--- src/rtl/compressed_frame_parser_pkg.sv ---
// Shared types and helpers for the compressed frame parser.
// page_size_t  : size field carried in headers and metadata
// frame_hdr_t  : 32-bit page header {uncompressed size, compressed size}
// frame_meta_t : per-page metadata record handed to writeback
// keep_popcount: number of valid bytes in a beat, pre-widened for size sums
package compressed_frame_parser_pkg;

    localparam int unsigned PAGE_SIZE_BITS = 16;
    localparam int unsigned KEEP_BITS      = 64;

    typedef logic [PAGE_SIZE_BITS-1:0] page_size_t;

    typedef struct packed {
        page_size_t uncom;
        page_size_t com;
    } frame_hdr_t;

    typedef struct packed {
        page_size_t uncom;
        page_size_t com;
        page_size_t rcvd;
        logic       last;
        logic       err;
    } frame_meta_t;

    function automatic logic [PAGE_SIZE_BITS:0] keep_popcount(input logic [KEEP_BITS-1:0] keep);
        logic [PAGE_SIZE_BITS:0] n;
        n = '0;
        for (int unsigned i = 0; i < KEEP_BITS; i++) begin
            n = n + {{PAGE_SIZE_BITS{1'b0}}, keep[i]};
        end
        return n;
    endfunction

endpackage

--- src/rtl/compressed_frame_parser_meta_slot.sv ---
// Single-entry metadata register slice.
// aclk, aresetn  : clock, synchronous active-low reset
// load_i         : write load_data_i into the slot (only when can_load_o)
// can_load_o     : slot is empty or is being drained this cycle
// meta_o         : held record, stable while valid and not accepted
// meta_valid_o   : record present
// meta_ready_i   : consumer accepts the record
module frame_meta_slot
    import compressed_frame_parser_pkg::*;
(
    input  logic        aclk,
    input  logic        aresetn,
    input  logic        load_i,
    input  frame_meta_t load_data_i,
    output logic        can_load_o,
    output frame_meta_t meta_o,
    output logic        meta_valid_o,
    input  logic        meta_ready_i
);

    frame_meta_t meta_q;
    logic        valid_q;

    assign can_load_o   = !valid_q || meta_ready_i;
    assign meta_o       = meta_q;
    assign meta_valid_o = valid_q;

    // A load wins over a drain, so load-and-drain in one cycle keeps valid set.
    always_ff @(posedge aclk) begin
        if (!aresetn) begin
            meta_q  <= '0;
            valid_q <= 1'b0;
        end else if (load_i) begin
            meta_q  <= load_data_i;
            valid_q <= 1'b1;
        end else if (valid_q && meta_ready_i) begin
            valid_q <= 1'b0;
        end
    end

endmodule

--- src/rtl/compressed_frame_parser.sv ---
// Strips the 32-bit header of each page in the framed compressed stream,
// forwards the body with tlast per page and emits one metadata record per page.
// aclk, aresetn           : clock, synchronous active-low reset
// s_t*                    : framed input stream (header beat + body beats)
// m_t*                    : body payload, zero-latency passthrough in BODY
// meta_* / meta_valid/ready : per-page record {uncom, com, rcvd, last, err}
// page_count              : pages completed since reset (wraps)
// err_count               : pages flagged err since reset (saturates)
module compressed_frame_parser
    import compressed_frame_parser_pkg::*;
#(
    parameter int unsigned DATA_BITS   = 512,
    parameter int unsigned SIZE_WIDTH  = 16,
    parameter int unsigned HEADER_SIZE = 32
) (
    input  logic                    aclk,
    input  logic                    aresetn,
    input  logic [DATA_BITS-1:0]    s_tdata,
    input  logic [DATA_BITS/8-1:0]  s_tkeep,
    input  logic                    s_tlast,
    input  logic                    s_tvalid,
    output logic                    s_tready,
    output logic [DATA_BITS-1:0]    m_tdata,
    output logic [DATA_BITS/8-1:0]  m_tkeep,
    output logic                    m_tlast,
    output logic                    m_tvalid,
    input  logic                    m_tready,
    output logic [SIZE_WIDTH-1:0]   meta_uncom,
    output logic [SIZE_WIDTH-1:0]   meta_com,
    output logic [SIZE_WIDTH-1:0]   meta_rcvd,
    output logic                    meta_last,
    output logic                    meta_err,
    output logic                    meta_valid,
    input  logic                    meta_ready,
    output logic [31:0]             page_count,
    output logic [15:0]             err_count
);

    typedef enum logic {S_HEADER, S_BODY} state_t;

    state_t                  state_q;
    frame_hdr_t              hdr_q;
    page_size_t              cnt_q;
    logic [31:0]             page_count_q;
    logic [15:0]             err_count_q;

    frame_hdr_t              hdr_in;
    logic [PAGE_SIZE_BITS:0] ones;
    logic [PAGE_SIZE_BITS:0] nxt;
    logic                    final_beat;
    logic                    hdr_bad;
    logic                    gate;
    logic                    hs;
    logic                    meta_load;
    frame_meta_t             meta_d;
    frame_meta_t             slot_meta;
    logic                    slot_can_load;

    frame_meta_slot u_meta_slot (
        .aclk         (aclk),
        .aresetn      (aresetn),
        .load_i       (meta_load),
        .load_data_i  (meta_d),
        .can_load_o   (slot_can_load),
        .meta_o       (slot_meta),
        .meta_valid_o (meta_valid),
        .meta_ready_i (meta_ready)
    );

    assign m_tdata = s_tdata;
    assign m_tkeep = s_tkeep;

    always_comb begin
        hdr_in     = frame_hdr_t'(s_tdata[HEADER_SIZE-1:0]);
        ones       = keep_popcount(s_tkeep);
        nxt        = {1'b0, cnt_q} + ones;
        final_beat = (nxt >= {1'b0, hdr_q.com}) || s_tlast;
        hdr_bad    = (s_tkeep[HEADER_SIZE/8-1:0] != '1) || (hdr_in.com == '0) || s_tlast;
        gate       = 1'b0;
        s_tready   = 1'b0;
        m_tvalid   = 1'b0;
        m_tlast    = 1'b0;
        meta_load  = 1'b0;
        meta_d     = '0;
        if (aresetn) begin
            case (state_q)
                S_HEADER: begin
                    s_tready = slot_can_load;
                    if (s_tvalid && hdr_bad && slot_can_load) begin
                        meta_load = 1'b1;
                        meta_d    = '{uncom: hdr_in.uncom, com: hdr_in.com, rcvd: '0,
                                      last: s_tlast, err: 1'b1};
                    end
                end
                default: begin
                    gate     = !final_beat || slot_can_load;
                    s_tready = m_tready && gate;
                    // A final beat waiting on the meta slot is hidden downstream
                    // as well, so it can never be accepted twice.
                    m_tvalid = s_tvalid && gate;
                    m_tlast  = final_beat;
                    if (s_tvalid && s_tready && final_beat) begin
                        meta_load = 1'b1;
                        meta_d    = '{uncom: hdr_q.uncom, com: hdr_q.com,
                                      rcvd: nxt[PAGE_SIZE_BITS-1:0], last: s_tlast,
                                      err: (nxt != {1'b0, hdr_q.com})};
                    end
                end
            endcase
        end
        hs = s_tvalid && s_tready;
    end

    always_ff @(posedge aclk) begin
        if (!aresetn) begin
            state_q      <= S_HEADER;
            hdr_q        <= '0;
            cnt_q        <= '0;
            page_count_q <= '0;
            err_count_q  <= '0;
        end else begin
            case (state_q)
                S_HEADER: begin
                    if (hs) begin
                        hdr_q <= hdr_in;
                        cnt_q <= '0;
                        if (!hdr_bad) state_q <= S_BODY;
                    end
                end
                default: begin
                    if (hs) begin
                        if (final_beat) state_q <= S_HEADER;
                        else            cnt_q   <= nxt[PAGE_SIZE_BITS-1:0];
                    end
                end
            endcase
            if (meta_load) begin
                page_count_q <= page_count_q + 32'd1;
                if (meta_d.err && (err_count_q != 16'hFFFF)) err_count_q <= err_count_q + 16'd1;
            end
        end
    end

    assign meta_uncom = slot_meta.uncom;
    assign meta_com   = slot_meta.com;
    assign meta_rcvd  = slot_meta.rcvd;
    assign meta_last  = slot_meta.last;
    assign meta_err   = slot_meta.err;
    assign page_count = page_count_q;
    assign err_count  = err_count_q;

endmodule

--- config.mk ---
export PLATFORM = sky130hd
export DESIGN_NAME = compressed_frame_parser
export DESIGN_NICKNAME = d
export VERILOG_FILES = /design/src/rtl/compressed_frame_parser_pkg.sv /design/src/rtl/compressed_frame_parser_meta_slot.sv /design/src/rtl/compressed_frame_parser.sv
export SDC_FILE = /design/constraint.sdc
export NUM_CORES = 1
export LEC_CHECK = 0
export ABC_AREA = 1
export BUFFER_PORTS_ARGS = -buffer_cell sky130_fd_sc_hd__buf_2
export CAP_MARGIN = 20
export CELL_PAD_IN_SITES_DETAIL_PLACEMENT = 1
export CELL_PAD_IN_SITES_GLOBAL_PLACEMENT = 1
export CORE_AREA = 5 5 494 496
export CTS_CLUSTER_DIAMETER = 80
export DETAILED_ROUTE_END_ITERATION = 10
export DIE_AREA = 0 0 499 501
export GPL_TIMING_DRIVEN = 0
export PLACE_DENSITY_LB_ADDON = 0.1
export SETUP_SLACK_MARGIN = 0.5
export SYNTH_ARGS = -nofsm -noshare
export SYNTH_HDL_FRONTEND = slang
export SYNTH_SLANG_ARGS = --single-unit
--- constraint.sdc ---
create_clock -name aclk -period 10.05 [get_ports aclk]
set_clock_uncertainty 0.05 [all_clocks]
set_input_delay 1.005 -clock aclk [delete_from_list [all_inputs] [get_ports aclk]]
set_output_delay 1.005 -clock aclk [all_outputs]
set_load 0.02 [all_outputs]
==> results.py <==
metrics = {
    "run_status": {
        "status": "finished clean",
    },
    "setup_path": {
        "crit_slowest_cell": "fa_2",
        "end_kind": "output port",
        "timing.rr.end": "err_count[13]",
        "critPathTopFamily": "adder cells",
        "r2r-start": "cnt_q[0]",
        "cp-start-kind": "primary input",
        "critical_path_class": "in2out",
        "crit_start": "s_tkeep[19]",
        "critPathMostFrequentCell": "fa_1",
        "max_stage_delay_ps": 630,
        "r2r_cells": 33,
        "ff2ff_setup_slack_ps": 1660,
        "cp.arrival_ps": 8420,
        "cp.depth": 36,
        "path_buf_inv": 8,
        "crit_fanout": 3,
        "crit_path_end": "s_tready",
        "crit_required_ps": 9000,
    },
    "final_layout": {
        "layout_commonest_cell": "buf_2",
        "mostFrequentLayoutCells": "buf_2 (782), buf_4 (609), nand2_1 (226)",
        "multi_input_area_um2": 5791,
        "final_core_util": 0.09576,
        "ff_latch_area_um2": 2963,
        "syn2layout_area_growth_pct": 65.82,
        "drive_above_1_share": 0.5541,
        "fillers": 28963,
        "finish.net_count": 3396,
    },
    "synthesis": {
        "synth_flop_cell": "dfxtp_1",
        "synth_top_area_frac": 0.3141,
        "post_synth.cell_area_avg_um2": 7.320,
        "yosysWarnings": 0,
        "seq_area_frac_synth": 0.2145,
        "syn_area_um2": 13810,
        "netlist-cell-type-count": 38,
        "ys_top_cells_by_area": "buf_4 (31%), dfxtp_1 (21%), fa_1 (8.1%)",
        "syn_inst": 1887,
        "synth_edf_count": 0,
        "ys_ff_latch": 148,
        "yosys.area.top_type": "buf_4",
        "async_reset_ff_frac": 0,
        "synth_nets": 2571,
    },
    "sta": {
        "fin_crit_ps": 9476,
        "fin_crit_sh": 0.9428,
        "grt_setup_unrepaired": "true",
        "finalSetupViolations": 0,
        "setup_ws_ps": 574.4,
        "fmax_mhz": 105.5,
        "worst_pin_slew_ps": 983.4,
        "holdWs_ps": 405.7,
        "slew_violations": 0,
        "final_hold_viol_count": 0,
        "setup_tns_ps": 0,
        "max-slew-margin-rel": 0.3444,
    },
    "power_and_ir_drop": {
        "cellLeakagePower_nw": 10.71,
        "ir_worst_vdd_mv": 0.5231,
        "combPwrFrac": 0.795,
        "seq_power_share": 0.096,
        "p_sw_frac": 0.5345,
        "p_clk_frac": 0.109,
        "p_switching_w": 0.003448,
        "p_per_area_nw_per_um2": 281.7,
        "p_int_w": 0.003003,
    },
    "drt": {
        "vias": 14475,
        "wirelength_mm": 103.4,
        "first_pass_iters": 4,
        "wl_per_cell_um": 17.47,
        "viasPerCell": 2.447,
        "ant_nets": 0,
        "route.detailed.drc": 0,
        "drtIter0Drc": 418,
    },
    "clock_network": {
        "cts.sinks": 148,
        "clkTransAtPathRegs_ps": 90,
        "cts.htree.levels": 4,
        "cts_buffers": 17,
        "cts_hold_buf": 0,
        "clock_insertion_delay_worst_skew_ps": 520,
        "cts_tree": "built",
        "cts-root-buf": "clkbuf_16",
        "clock_path_buffers": 2,
    },
    "global_route": {
        "grt_max_degree": 17,
        "grt_first_pass_wirelength_mm": 135.1,
        "grt_pass1_vias": 15925,
        "grt_usage": 0.07892,
        "overflow": 0,
        "antenna_found_initial": 28,
    },
    "worst_hold_path": {
        "hp-class": "reg2reg",
        "hold_start": "hdr_q[30]",
    },
    "placement": {
        "dpl.hpwl_mm": 92.52,
        "place_congestion": 0.7671,
        "pre_cts_ws_ps": -768.4,
        "portBuffers": 779,
    },
    "die": {
        "start_util": 0.05775,
        "num_rows": 180,
        "coreArea_um2": 239200,
        "die_area_um2": 250000,
        "ios": 1260,
        "fp.dieH_um": 501,
        "dieWidth_um": 499,
    },
    "job": {
        "drv_cap": 0,
    },
}
[registers in the layout (all words and copies together) (netlist names)]
name                      cells
cnt_q                        16
err_count                    16
hdr_q                        32
page_count                   32
state_q                       1
u_meta_slot.meta_o           50
u_meta_slot.meta_valid_o      1
[area by class of cell]
cell class / count / share of cell area
multi-input combinational: 897 / 0.2528
buffer: 633 / 0.2003
timing repair buffer: 806 / 0.1832
tap: 3185 / 0.1740
sequential: 148 / 0.1294
inverter: 209 / 0.03458
clock buffer: 20 / 0.02038
clock inverter: 12 / 0.004698
antenna: 6 / 0.0006555
[cell usage after synthesis, drive strengths merged (4+ instances only)]
library cell,n
a21oi,145
buf,599
clkbuf,34
dfxtp,148
fa,56
ha,46
inv,208
nand2,238
nand3,23
nand4,34
nor2,182
nor3,22
nor4,11
o21a,4
o21ai,73
o21bai,5
xnor2,9
xor2,39
[metrics by stage]
step           instances  power (W)  area (µm²)
2_1_floorplan       1887   0.003579       13810
3_3_place_gp        5851   0.005157       21700
3_5_place_dp        5851   0.005107       21700
4_1_cts             5906   0.006418       22790
5_1_grt             5912   0.007219       22890
6_report            5916   0.006451       22900
[kinds of logic (layout without fill, tap and decap cells)]
kind of cell / Yosys count / after routing / synth area share
buffers and inverters: 842 / 1680 / 0.3880
adders and majority gates: 102 / 102 / 0.1228
and+or+nand+nor: 519 / 519 / 0.1585
xor gates and xnor gates: 48 / 48 / 0.03044
DFF: 148 / 148 / 0.2145
other: 0 / 6 / 0
AOI/OAI and AO/OA: 228 / 228 / 0.08569
[worst min path at each step]
stage / endpoint / slack [ps] / depth (start not counted)
after floorplan: hdr_q[16] / 380 / 2
after global placement: hdr_q[31] / 390 / 2
after detailed placement: hdr_q[31] / 400 / 2
after CTS: hdr_q[31] / 410 / 2
after global routing: hdr_q[18] / 420 / 2
final: hdr_q[30] / 410 / 2
[worst reg2reg max path: cells and delay by family (launching register included)]
kind,cells,cell delay [ps]
compound gates,2,250
xor+xnor,1,170
fa+ha+maj,10,4430
buf+inv,7,1040
flops,1,300
simple gates,13,2090
[repair_timing]
item                                    CTS  global route
gates resized for setup                  81            25
endpoints found under the setup margin   52            53
pin swaps                                37            37
endpoints found under the hold margin     0             0
buffers inserted                         23             4
[power groups by stage]
| stage | combinational, W | sequential [W] | clock, W |
|---|---|---|---|
| 6_report | 0.00513 | 0.000620 | 0.000702 |
| 5_1_grt | 0.00582 | 0.000623 | 0.000780 |
| 4_1_cts | 0.00502 | 0.000621 | 0.000772 |
| 3_5_place_dp | 0.00447 | 0.000634 | 0 |
| 3_3_place_gp | 0.00452 | 0.000634 | 0 |
| 2_1_floorplan | 0.00293 | 0.000645 | 0 |
[layer usage]
layer	part of all wire	vias up	wire length (µm)	global-route usage
li1	-	6940	-	-
met5	0.00052	-	54	0
met2	0.54	768	55360	0.1516
met1	0.36	6680	37590	0.08123
met3	0.078	81	8090	0.02609
met4	0.022	6	2256	0.02137
No activity file was read; power rests on OpenSTA's default activity.
